**config.mk**
```make
export PLATFORM = sky130hd
export DESIGN_NAME = memory_access_unit_flat
export DESIGN_NICKNAME = d
export VERILOG_FILES = /design/src/rtl/memory_access_pkg.sv /design/src/rtl/memory_access_if.sv /design/src/rtl/memory_lane_align.sv /design/src/rtl/memory_access_unit.sv /design/src/flat_wrapper.sv
export SDC_FILE = /design/constraint.sdc
export NUM_CORES = 1
export LEC_CHECK = 0
export BUFFER_PORTS_ARGS = -buffer_cell sky130_fd_sc_hd__buf_2
export CAP_MARGIN = 10
export CORE_UTILIZATION = 57
export CTS_CLUSTER_DIAMETER = 60
export DETAILED_ROUTE_END_ITERATION = 16
export GPL_TIMING_DRIVEN = 0
export MAX_ROUTING_LAYER = met4
export PLACE_DENSITY = 0.94
export SLEW_MARGIN = 20
export SYNTH_ARGS = -nofsm -noshare
export SYNTH_HDL_FRONTEND = slang
export SYNTH_SLANG_ARGS = --single-unit
```
**constraint.sdc**
```tcl
create_clock -name clock -period 5.29 [get_ports clock]
set_input_delay 0.2645 -clock clock [delete_from_list [all_inputs] [get_ports clock]]
set_output_delay 0.2645 -clock clock [all_outputs]
set_load 0.03 [all_outputs]
```
**src/rtl/memory_access_pkg.sv**
```systemverilog
// memory_access_pkg: shared types for the memory access unit.
// Size encodings, FSM state encoding, word-index shift, alignment helper.
package memory_access_pkg;

    typedef enum logic [1:0] {
        SIZE_BYTE    = 2'b00,
        SIZE_HALF    = 2'b01,
        SIZE_WORD    = 2'b10,
        SIZE_ILLEGAL = 2'b11
    } size_e;

    typedef enum logic [2:0] {
        IDLE       = 3'd0,
        ISSUE_READ = 3'd1,
        WAIT_READ  = 3'd2,
        WRITE      = 3'd3,
        RESPOND    = 3'd4
    } state_e;

    // Byte address to word index shift.
    localparam int WORD_SHIFT = 2;

    function automatic logic is_misaligned(size_e size, logic [1:0] offset);
        logic bad;
        bad = 1'b1;
        case (size)
            SIZE_BYTE: bad = 1'b0;
            SIZE_HALF: bad = offset[0];
            SIZE_WORD: bad = |offset;
            default:   bad = 1'b1;
        endcase
        return bad;
    endfunction

endpackage

```
**src/rtl/memory_access_if.sv**
```systemverilog
// memory_access_if: core-side request/response bundle.
// master = core (drives request), slave = memory_access_unit.
interface memory_access_if #(
    parameter int ADDRESS_WIDTH = 32,
    parameter int DATA_WIDTH    = 32
);
    logic                     request_valid;
    logic                     request_ready;
    logic                     request_write;
    logic [1:0]               request_size;
    logic                     request_unsigned;
    logic [ADDRESS_WIDTH-1:0] request_address;
    logic [DATA_WIDTH-1:0]    request_write_data;
    logic                     response_valid;
    logic [DATA_WIDTH-1:0]    response_read_data;
    logic                     misaligned_error;

    modport master (
        output request_valid, request_write, request_size,
        output request_unsigned, request_address, request_write_data,
        input  request_ready, response_valid, response_read_data,
        input  misaligned_error
    );

    modport slave (
        input  request_valid, request_write, request_size,
        input  request_unsigned, request_address, request_write_data,
        output request_ready, response_valid, response_read_data,
        output misaligned_error
    );
endinterface

```
**src/rtl/memory_lane_align.sv**
```systemverilog
// memory_lane_align: combinational sub-word load extract/extend and store merge.
// Ports: size_i, offset_i, unsigned_i, read_word_i, store_data_i -> load_data_o, merged_word_o.
module memory_lane_align
    import memory_access_pkg::*;
#(
    parameter int DATA_WIDTH = 32
) (
    input  size_e                 size_i,
    input  logic [1:0]            offset_i,
    input  logic                  unsigned_i,
    input  logic [DATA_WIDTH-1:0] read_word_i,
    input  logic [DATA_WIDTH-1:0] store_data_i,
    output logic [DATA_WIDTH-1:0] load_data_o,
    output logic [DATA_WIDTH-1:0] merged_word_o
);
    localparam logic [DATA_WIDTH-1:0] BYTE_MASK = DATA_WIDTH'(8'hFF);
    localparam logic [DATA_WIDTH-1:0] HALF_MASK = DATA_WIDTH'(16'hFFFF);

    logic [4:0]            byte_shift;
    logic [4:0]            half_shift;
    logic [DATA_WIDTH-1:0] byte_lane;
    logic [DATA_WIDTH-1:0] half_lane;
    logic                  byte_sign;
    logic                  half_sign;

    assign byte_shift = {offset_i, 3'b000};
    assign half_shift = {offset_i[1], 4'b0000};
    assign byte_lane  = read_word_i >> byte_shift;
    assign half_lane  = read_word_i >> half_shift;
    assign byte_sign  = byte_lane[7] & ~unsigned_i;
    assign half_sign  = half_lane[15] & ~unsigned_i;

    always_comb begin
        load_data_o   = read_word_i;
        merged_word_o = store_data_i;
        case (size_i)
            SIZE_BYTE: begin
                load_data_o   = {{(DATA_WIDTH-8){byte_sign}}, byte_lane[7:0]};
                merged_word_o = (read_word_i & ~(BYTE_MASK << byte_shift))
                              | ((store_data_i & BYTE_MASK) << byte_shift);
            end
            SIZE_HALF: begin
                load_data_o   = {{(DATA_WIDTH-16){half_sign}}, half_lane[15:0]};
                merged_word_o = (read_word_i & ~(HALF_MASK << half_shift))
                              | ((store_data_i & HALF_MASK) << half_shift);
            end
            default: begin
                load_data_o   = read_word_i;
                merged_word_o = store_data_i;
            end
        endcase
    end
endmodule

```
**src/rtl/memory_access_unit.sv**
```systemverilog
// memory_access_unit: byte-addressed load/store initiator for a word-only memory.
// Ports: clock, reset_n, core (request/response, slave), memory_* (word-indexed memory port).
module memory_access_unit
    import memory_access_pkg::*;
#(
    parameter int ADDRESS_WIDTH = 32,
    parameter int DATA_WIDTH    = 32
) (
    input  logic                     clock,
    input  logic                     reset_n,
    memory_access_if.slave           core,
    output logic                     memory_read_enable,
    output logic [ADDRESS_WIDTH-1:0] memory_read_address,
    input  logic [DATA_WIDTH-1:0]    memory_read_value,
    output logic                     memory_write_enable,
    output logic [ADDRESS_WIDTH-1:0] memory_write_address,
    output logic [DATA_WIDTH-1:0]    memory_write_value
);
    state_e                   state_q, state_d;
    logic                     write_q;
    size_e                    size_q;
    logic                     unsigned_q;
    logic [ADDRESS_WIDTH-1:0] address_q;
    logic [DATA_WIDTH-1:0]    write_data_q;

    logic                     mem_re_q;
    logic [ADDRESS_WIDTH-1:0] mem_raddr_q;
    logic                     mem_we_q;
    logic [ADDRESS_WIDTH-1:0] mem_waddr_q;
    logic [DATA_WIDTH-1:0]    mem_wval_q;
    logic                     resp_valid_q;
    logic                     resp_err_q;
    logic [DATA_WIDTH-1:0]    resp_data_q;

    size_e                    req_size;
    logic                     accept;
    logic                     req_misaligned;
    logic [DATA_WIDTH-1:0]    read_word;
    logic [DATA_WIDTH-1:0]    load_data;
    logic [DATA_WIDTH-1:0]    merged_word;

    assign req_size       = size_e'(core.request_size);
    assign accept         = core.request_valid && (state_q == IDLE);
    assign req_misaligned = is_misaligned(req_size, core.request_address[1:0]);

    // Memory floats its read port outside the registered-read cycle.
    assign read_word = (state_q == WAIT_READ) ? memory_read_value : '0;

    memory_lane_align #(.DATA_WIDTH(DATA_WIDTH)) u_align (
        .size_i       (size_q),
        .offset_i     (address_q[1:0]),
        .unsigned_i   (unsigned_q),
        .read_word_i  (read_word),
        .store_data_i (write_data_q),
        .load_data_o  (load_data),
        .merged_word_o(merged_word)
    );

    always_comb begin
        state_d = state_q;
        case (state_q)
            IDLE: begin
                if (core.request_valid) begin
                    if (req_misaligned)
                        state_d = RESPOND;
                    else if (core.request_write && req_size == SIZE_WORD)
                        state_d = WRITE;
                    else
                        state_d = ISSUE_READ;
                end
            end
            ISSUE_READ: state_d = WAIT_READ;
            WAIT_READ:  state_d = write_q ? WRITE : RESPOND;
            WRITE:      state_d = RESPOND;
            RESPOND:    state_d = IDLE;
            default:    state_d = IDLE;
        endcase
    end

    // Memory-side and response outputs are registered copies of the
    // next-state decode so they only ever change on a rising edge.
    always_ff @(posedge clock or negedge reset_n) begin
        if (!reset_n) begin
            state_q      <= IDLE;
            write_q      <= 1'b0;
            size_q       <= SIZE_BYTE;
            unsigned_q   <= 1'b0;
            address_q    <= '0;
            write_data_q <= '0;
            mem_re_q     <= 1'b0;
            mem_raddr_q  <= '0;
            mem_we_q     <= 1'b0;
            mem_waddr_q  <= '0;
            mem_wval_q   <= '0;
            resp_valid_q <= 1'b0;
            resp_err_q   <= 1'b0;
            resp_data_q  <= '0;
        end else begin
            state_q      <= state_d;
            mem_re_q     <= (state_d == ISSUE_READ);
            mem_we_q     <= (state_d == WRITE);
            resp_valid_q <= (state_d == RESPOND);
            resp_err_q   <= accept && req_misaligned;
            if (state_q == WAIT_READ && !write_q)
                resp_data_q <= load_data;
            else
                resp_data_q <= '0;
            if (accept) begin
                write_q      <= core.request_write;
                size_q       <= req_size;
                unsigned_q   <= core.request_unsigned;
                address_q    <= core.request_address;
                write_data_q <= core.request_write_data;
            end
            if (accept && state_d == ISSUE_READ)
                mem_raddr_q <= core.request_address >> WORD_SHIFT;
            if (accept && state_d == WRITE) begin
                mem_waddr_q <= core.request_address >> WORD_SHIFT;
                mem_wval_q  <= core.request_write_data;
            end else if (state_q == WAIT_READ && state_d == WRITE) begin
                mem_waddr_q <= address_q >> WORD_SHIFT;
                mem_wval_q  <= merged_word;
            end
        end
    end

    assign core.request_ready      = (state_q == IDLE);
    assign core.response_valid     = resp_valid_q;
    assign core.response_read_data = resp_data_q;
    assign core.misaligned_error   = resp_err_q;
    assign memory_read_enable      = mem_re_q;
    assign memory_read_address     = mem_raddr_q;
    assign memory_write_enable     = mem_we_q;
    assign memory_write_address    = mem_waddr_q;
    assign memory_write_value      = mem_wval_q;
endmodule
```
**src/flat_wrapper.sv**
```systemverilog
// flat-port wrapper written by rule: the top's interface ports become plain ports
module memory_access_unit_flat import memory_access_pkg::*;
#(
    parameter int ADDRESS_WIDTH = 32,
    parameter int DATA_WIDTH    = 32
)
  (clock, reset_n, memory_read_enable, memory_read_address, memory_read_value, memory_write_enable, memory_write_address, memory_write_value, core_request_valid, core_request_write, core_request_size, core_request_unsigned, core_request_address, core_request_write_data, core_request_ready, core_response_valid, core_response_read_data, core_misaligned_error);
  memory_access_if #(.ADDRESS_WIDTH(ADDRESS_WIDTH), .DATA_WIDTH(DATA_WIDTH)) core_i ();
  input  logic clock;
  input  logic reset_n;
  output logic memory_read_enable;
  output logic [ADDRESS_WIDTH-1:0] memory_read_address;
  input  logic [DATA_WIDTH-1:0] memory_read_value;
  output logic memory_write_enable;
  output logic [ADDRESS_WIDTH-1:0] memory_write_address;
  output logic [DATA_WIDTH-1:0] memory_write_value;
  input wire logic [$bits(core_i.request_valid)-1:0] core_request_valid;
  input wire logic [$bits(core_i.request_write)-1:0] core_request_write;
  input wire logic [$bits(core_i.request_size)-1:0] core_request_size;
  input wire logic [$bits(core_i.request_unsigned)-1:0] core_request_unsigned;
  input wire logic [$bits(core_i.request_address)-1:0] core_request_address;
  input wire logic [$bits(core_i.request_write_data)-1:0] core_request_write_data;
  output wire logic [$bits(core_i.request_ready)-1:0] core_request_ready;
  output wire logic [$bits(core_i.response_valid)-1:0] core_response_valid;
  output wire logic [$bits(core_i.response_read_data)-1:0] core_response_read_data;
  output wire logic [$bits(core_i.misaligned_error)-1:0] core_misaligned_error;
  assign core_i.request_valid = core_request_valid;
  assign core_i.request_write = core_request_write;
  assign core_i.request_size = core_request_size;
  assign core_i.request_unsigned = core_request_unsigned;
  assign core_i.request_address = core_request_address;
  assign core_i.request_write_data = core_request_write_data;
  assign core_request_ready = core_i.request_ready;
  assign core_response_valid = core_i.response_valid;
  assign core_response_read_data = core_i.response_read_data;
  assign core_misaligned_error = core_i.misaligned_error;
  memory_access_unit #(.ADDRESS_WIDTH(ADDRESS_WIDTH), .DATA_WIDTH(DATA_WIDTH)) u_core (.clock(clock), .reset_n(reset_n), .core(core_i), .memory_read_enable(memory_read_enable), .memory_read_address(memory_read_address), .memory_read_value(memory_read_value), .memory_write_enable(memory_write_enable), .memory_write_address(memory_write_address), .memory_write_value(memory_write_value));
endmodule
```
==> flow_results.xml <==
<?xml version="1.0" encoding="UTF-8"?>
<metrics>
  <group name="grt">
    <metric name="gr-total-overflow" unit="">0</metric>
    <metric name="grtUsageTotal" unit="%">36.8</metric>
    <metric name="largest_net_degree_at_the_start_of_global_routing" unit="">106</metric>
    <metric name="grt_antenna_before_repair" unit="">3</metric>
    <metric name="global_route_wire_length_before_repair" unit="um">42900</metric>
    <metric name="first_global_vias" unit="">8108</metric>
  </group>
  <group name="worst_setup_path">
    <metric name="worstPathCellList" unit="">buf_4, nor4b_4, o21a_1, nor2b_1, buf_2, mux2_2</metric>
    <metric name="worstSetupEndpoint" unit="">u_core.memory_read_address[1]</metric>
    <metric name="r2r_start" unit="">u_core.state_q[1]</metric>
    <metric name="cp-end-kind" unit="">register</metric>
    <metric name="crit-reg2reg-capture" unit="">u_core.memory_read_address[1]</metric>
    <metric name="worstRegToRegCells" unit="">6</metric>
    <metric name="r2r_slack" unit="ps">2550</metric>
    <metric name="crit_path_max_incr_delay" unit="ps">620</metric>
    <metric name="critical_path_buf_inv_count" unit="">2</metric>
    <metric name="crit_arrival" unit="ps">3070</metric>
    <metric name="cp_slowest_cell" unit="">sky130_fd_sc_hd__nor4b_4</metric>
    <metric name="timing.critical_path.required" unit="ps">5620</metric>
    <metric name="critPathKind" unit="">reg2reg</metric>
    <metric name="timing.critical_path.depth" unit="">6</metric>
    <metric name="worst_setup_path_start_kind" unit="">register</metric>
    <metric name="cp-startpoint" unit="">u_core.state_q[1]</metric>
    <metric name="cp_max_fanout" unit="">10</metric>
    <metric name="cp_top_delay_family" unit="">simple AND/OR/NAND/NOR gates</metric>
  </group>
  <group name="yosys">
    <metric name="ys_ff_latch" unit="">199</metric>
    <metric name="synth_cell_types" unit="">51</metric>
    <metric name="post-synth-top-area-cell" unit="">sky130_fd_sc_hd__dfrtp_1</metric>
    <metric name="synth_top_cells_by_count" unit="">259 x sky130_fd_sc_hd__nand2_1, 199 x sky130_fd_sc_hd__dfrtp_1, 60 x sky130_fd_sc_hd__a21oi_1, 60 x sky130_fd_sc_hd__nor2_1, 38 x sky130_fd_sc_hd__clkbuf_1</metric>
    <metric name="synth_ff_type" unit="">sky130_fd_sc_hd__dfrtp_1</metric>
    <metric name="synthCells" unit="">930</metric>
    <metric name="synth_warnings" unit="">0</metric>
    <metric name="mappedNetlistArea" unit="um2">8790</metric>
    <metric name="number_of_flops_mapped_to_enable_cells_by_yosys" unit="">0</metric>
    <metric name="yosysMostFrequentCell" unit="">sky130_fd_sc_hd__nand2_1</metric>
    <metric name="synthArstFlopShare" unit="%">100</metric>
    <metric name="synth_seq_area_share" unit="%">56.6</metric>
    <metric name="synth_area_leaders" unit="">sky130_fd_sc_hd__dfrtp_1 57%, sky130_fd_sc_hd__nand2_1 11%, sky130_fd_sc_hd__mux2_2 4.0%</metric>
    <metric name="synth_largest_type_area_fraction" unit="%">56.6</metric>
    <metric name="syn_area_per_cell" unit="um2">9.45</metric>
  </group>
  <group name="routing">
    <metric name="drt_pre_antenna_iters" unit="">8</metric>
    <metric name="dr.first_iter.drc_count" unit="">876</metric>
    <metric name="dr.max_layer_used" unit="">met4</metric>
    <metric name="routed_wire_length_per_instance" unit="um">20.0</metric>
    <metric name="remaining_number_of_nets_flagged_by_the_antenna_check_after_routing" unit="">0</metric>
    <metric name="detail_route.wirelength.met1" unit="um">10800</metric>
    <metric name="detailed_route_wirelength_on_metal3" unit="um">2610</metric>
    <metric name="post_detailed_route_drc_marker_count" unit="">0</metric>
    <metric name="routed-wl-met2" unit="um">13500</metric>
    <metric name="avgViaCountPerCell" unit="">5.94</metric>
    <metric name="vias" unit="">8257</metric>
    <metric name="postRouteWirelength" unit="um">27800</metric>
  </group>
  <group name="clocking">
    <metric name="gates_resized_cts_repair" unit="">0</metric>
    <metric name="clock_latency" unit="ps">440</metric>
    <metric name="cts_inserted_buffers" unit="">17</metric>
    <metric name="clock_tree.buffer_depth" unit="">2</metric>
    <metric name="htreeDepth" unit="">4</metric>
    <metric name="postCtsHoldBufs" unit="">1</metric>
    <metric name="tritoncts" unit="">yes</metric>
    <metric name="cts_setup_buffers" unit="">0</metric>
    <metric name="clock-sinks" unit="">199</metric>
    <metric name="clk_root_buffer_cell" unit="">sky130_fd_sc_hd__clkbuf_16</metric>
    <metric name="cts.clk_slew.worst_paths" unit="ps">80</metric>
  </group>
  <group name="floorplan">
    <metric name="initial_utilization" unit="%">58.1</metric>
    <metric name="io_pins" unit="">236</metric>
    <metric name="die-height" unit="um">126</metric>
    <metric name="core_area" unit="um2">15100</metric>
    <metric name="die_area" unit="um2">15900</metric>
    <metric name="die_w" unit="um">126</metric>
    <metric name="row_count" unit="">45</metric>
  </group>
  <group name="timing">
    <metric name="rel_slew_slack" unit="%">44.8</metric>
    <metric name="grt_setup_unrepaired" unit="">false</metric>
    <metric name="min_period_over_period" unit="%">51.8</metric>
    <metric name="final.setup.tns" unit="ps">0</metric>
    <metric name="clock_period_minus_worst_slack" unit="ps">2740</metric>
    <metric name="report.final.setup_viol" unit="">0</metric>
    <metric name="worst-slew-pin-transition" unit="ps">807</metric>
    <metric name="hold_violations_final" unit="">0</metric>
    <metric name="fin_skew" unit="ps">11.8</metric>
    <metric name="report.final.slew_viol_count" unit="">0</metric>
    <metric name="fmaxAchievable" unit="GHz">0.365</metric>
  </group>
  <group name="placed_design">
    <metric name="hpwlAfterDp" unit="um">20500</metric>
    <metric name="io_buffers" unit="">231</metric>
    <metric name="routabilityCongestion" unit="">0.958</metric>
    <metric name="post_dp_cell_area" unit="um2">10200</metric>
  </group>
  <group name="power_and_ir_drop">
    <metric name="pwr-share-comb" unit="%">47.4</metric>
    <metric name="cell_internal_pwr" unit="uW">3980</metric>
    <metric name="cellLeakagePower" unit="uW">0.00552</metric>
    <metric name="seq_power_share" unit="%">34.2</metric>
    <metric name="switchingPower" unit="uW">3560</metric>
    <metric name="clockPowerShare" unit="%">18.3</metric>
    <metric name="pwr_per_cell_area" unit="nW/um2">693</metric>
    <metric name="worst_ir_drop_vdd" unit="mV">0.430</metric>
    <metric name="power.share.switching" unit="%">47.2</metric>
  </group>
  <group name="finish">
    <metric name="final_layout_size_suffix_gt1_share" unit="%">27.6</metric>
    <metric name="final_area" unit="um2">10900</metric>
    <metric name="num-nets-final" unit="">1288</metric>
    <metric name="flow.area_growth_from_synthesis" unit="%">23.7</metric>
  </group>
  <group name="worst_hold_path">
    <metric name="hold_path_class" unit="">in2reg</metric>
    <metric name="timing.hold.worst.start" unit="">core_request_unsigned</metric>
  </group>
  <group name="outcome">
    <metric name="run_status" unit="">finished, final reports clean</metric>
  </group>
  <group name="job">
    <metric name="max_cap_viol_count" unit="">0</metric>
  </group>
</metrics>
## worst register-to-register path, cell delays in order (launching register included)
cell,delay [ps]
sky130_fd_sc_hd__dfrtp_1,360
sky130_fd_sc_hd__buf_4,160
sky130_fd_sc_hd__nor4b_4,620
sky130_fd_sc_hd__o21a_1,260
sky130_fd_sc_hd__nor2b_1,470
sky130_fd_sc_hd__buf_2,380
sky130_fd_sc_hd__mux2_2,390
## through the flow
stage                     hold WS [ps]  std cells  total power, uW  utilization, %  worst slack (ps)
after floorplan                  -31.1        933             4910               -              3310
after global placement             451       1352             5950            67.3               876
after detailed placement           334       1353             6100            67.6              2470
after CTS                         23.1       1386             7490            71.8              2470
after global routing              31.0       1389             7910            71.8              2340
final                             31.9       1389             7540            71.8              2550
## cell usage in the layout, fill, tap and decap left out, drive strengths merged, types with 6 or more instances in the layout
master | synthesis | final
a221o | 7 | 7
nand3 | 33 | 33
a21o | 10 | 10
a31oi | 37 | 37
o21ai | 43 | 43
o22ai | 12 | 12
a311oi | 9 | 9
inv | 26 | 35
a21oi | 60 | 60
mux2 | 31 | 31
clkbuf | 38 | 55
nor3 | 6 | 6
buf | 30 | 262
dfrtp | 199 | 199
nor2 | 60 | 60
a221oi | 12 | 12
nand2 | 259 | 259
o2bb2ai | 8 | 8
## power by group through the flow
stage	clock, uW	sequential (uW)	combinational [uW]
2_1_floorplan	0	3290	1620
3_3_place_gp	0	2540	3410
3_5_place_dp	0	2580	3520
4_1_cts	1390	2570	3540
5_1_grt	1440	2640	3830
6_report	1380	2580	3570
## worst min path at each step
| stage | end | slack [ps] | depth (start not counted) |
|---|---|---|---|
| floorplan | u_core.address_q[0] | -30 | 0 |
| global placement | u_core.address_q[2] | 450 | 2 |
| detailed placement | u_core.core.response_read_data[29] | 330 | 1 |
| CTS | u_core.write_data_q[2] | 20 | 3 |
| global route | u_core.unsigned_q | 30 | 3 |
| finish | u_core.unsigned_q | 30 | 3 |
## registers in the layout, indices dropped and copies added, names as in the netlist, 2 cells and up
register,count
u_core.address_q,32
u_core.core.response_read_data,32
u_core.memory_read_address,30
u_core.memory_write_address,30
u_core.memory_write_value,32
u_core.size_q,2
u_core.state_q,3
u_core.write_data_q,32
## cells by family after synthesis
kind of cell / count (synthesis) / share of synthesized area (%)
buffers and inverters: 95 / 4.74
AO/OA/AOI/OAI: 220 / 16.0
other: 1 / 0.0427
flip-flops: 199 / 56.6
AND/OR/NAND/NOR: 379 / 17.9
multiplexers: 36 / 4.68
## routing by layer
metal / track usage, % / vias to the layer above
li1: - / 3709
met1: 45.3 / 3974
met2: 59.2 / 499
met3: 8.33 / 75
met4: 14.6 / 0
met5: - / -
## layout make-up
| type | count | area (um2) |
|---|---|---|
| tap | 188 | 235 |
| inverter | 27 | 101 |
| buffer | 68 | 315 |
| clock buffer | 17 | 425 |
| fill | 1131 | 4270 |
| clock inverter | 15 | 203 |
| timing repair buffer | 233 | 1200 |
| antenna | 3 | 7.51 |
| sequential | 199 | 4980 |
| multi-input combinational | 639 | 3410 |
Power figures use the tool's default switching activity.
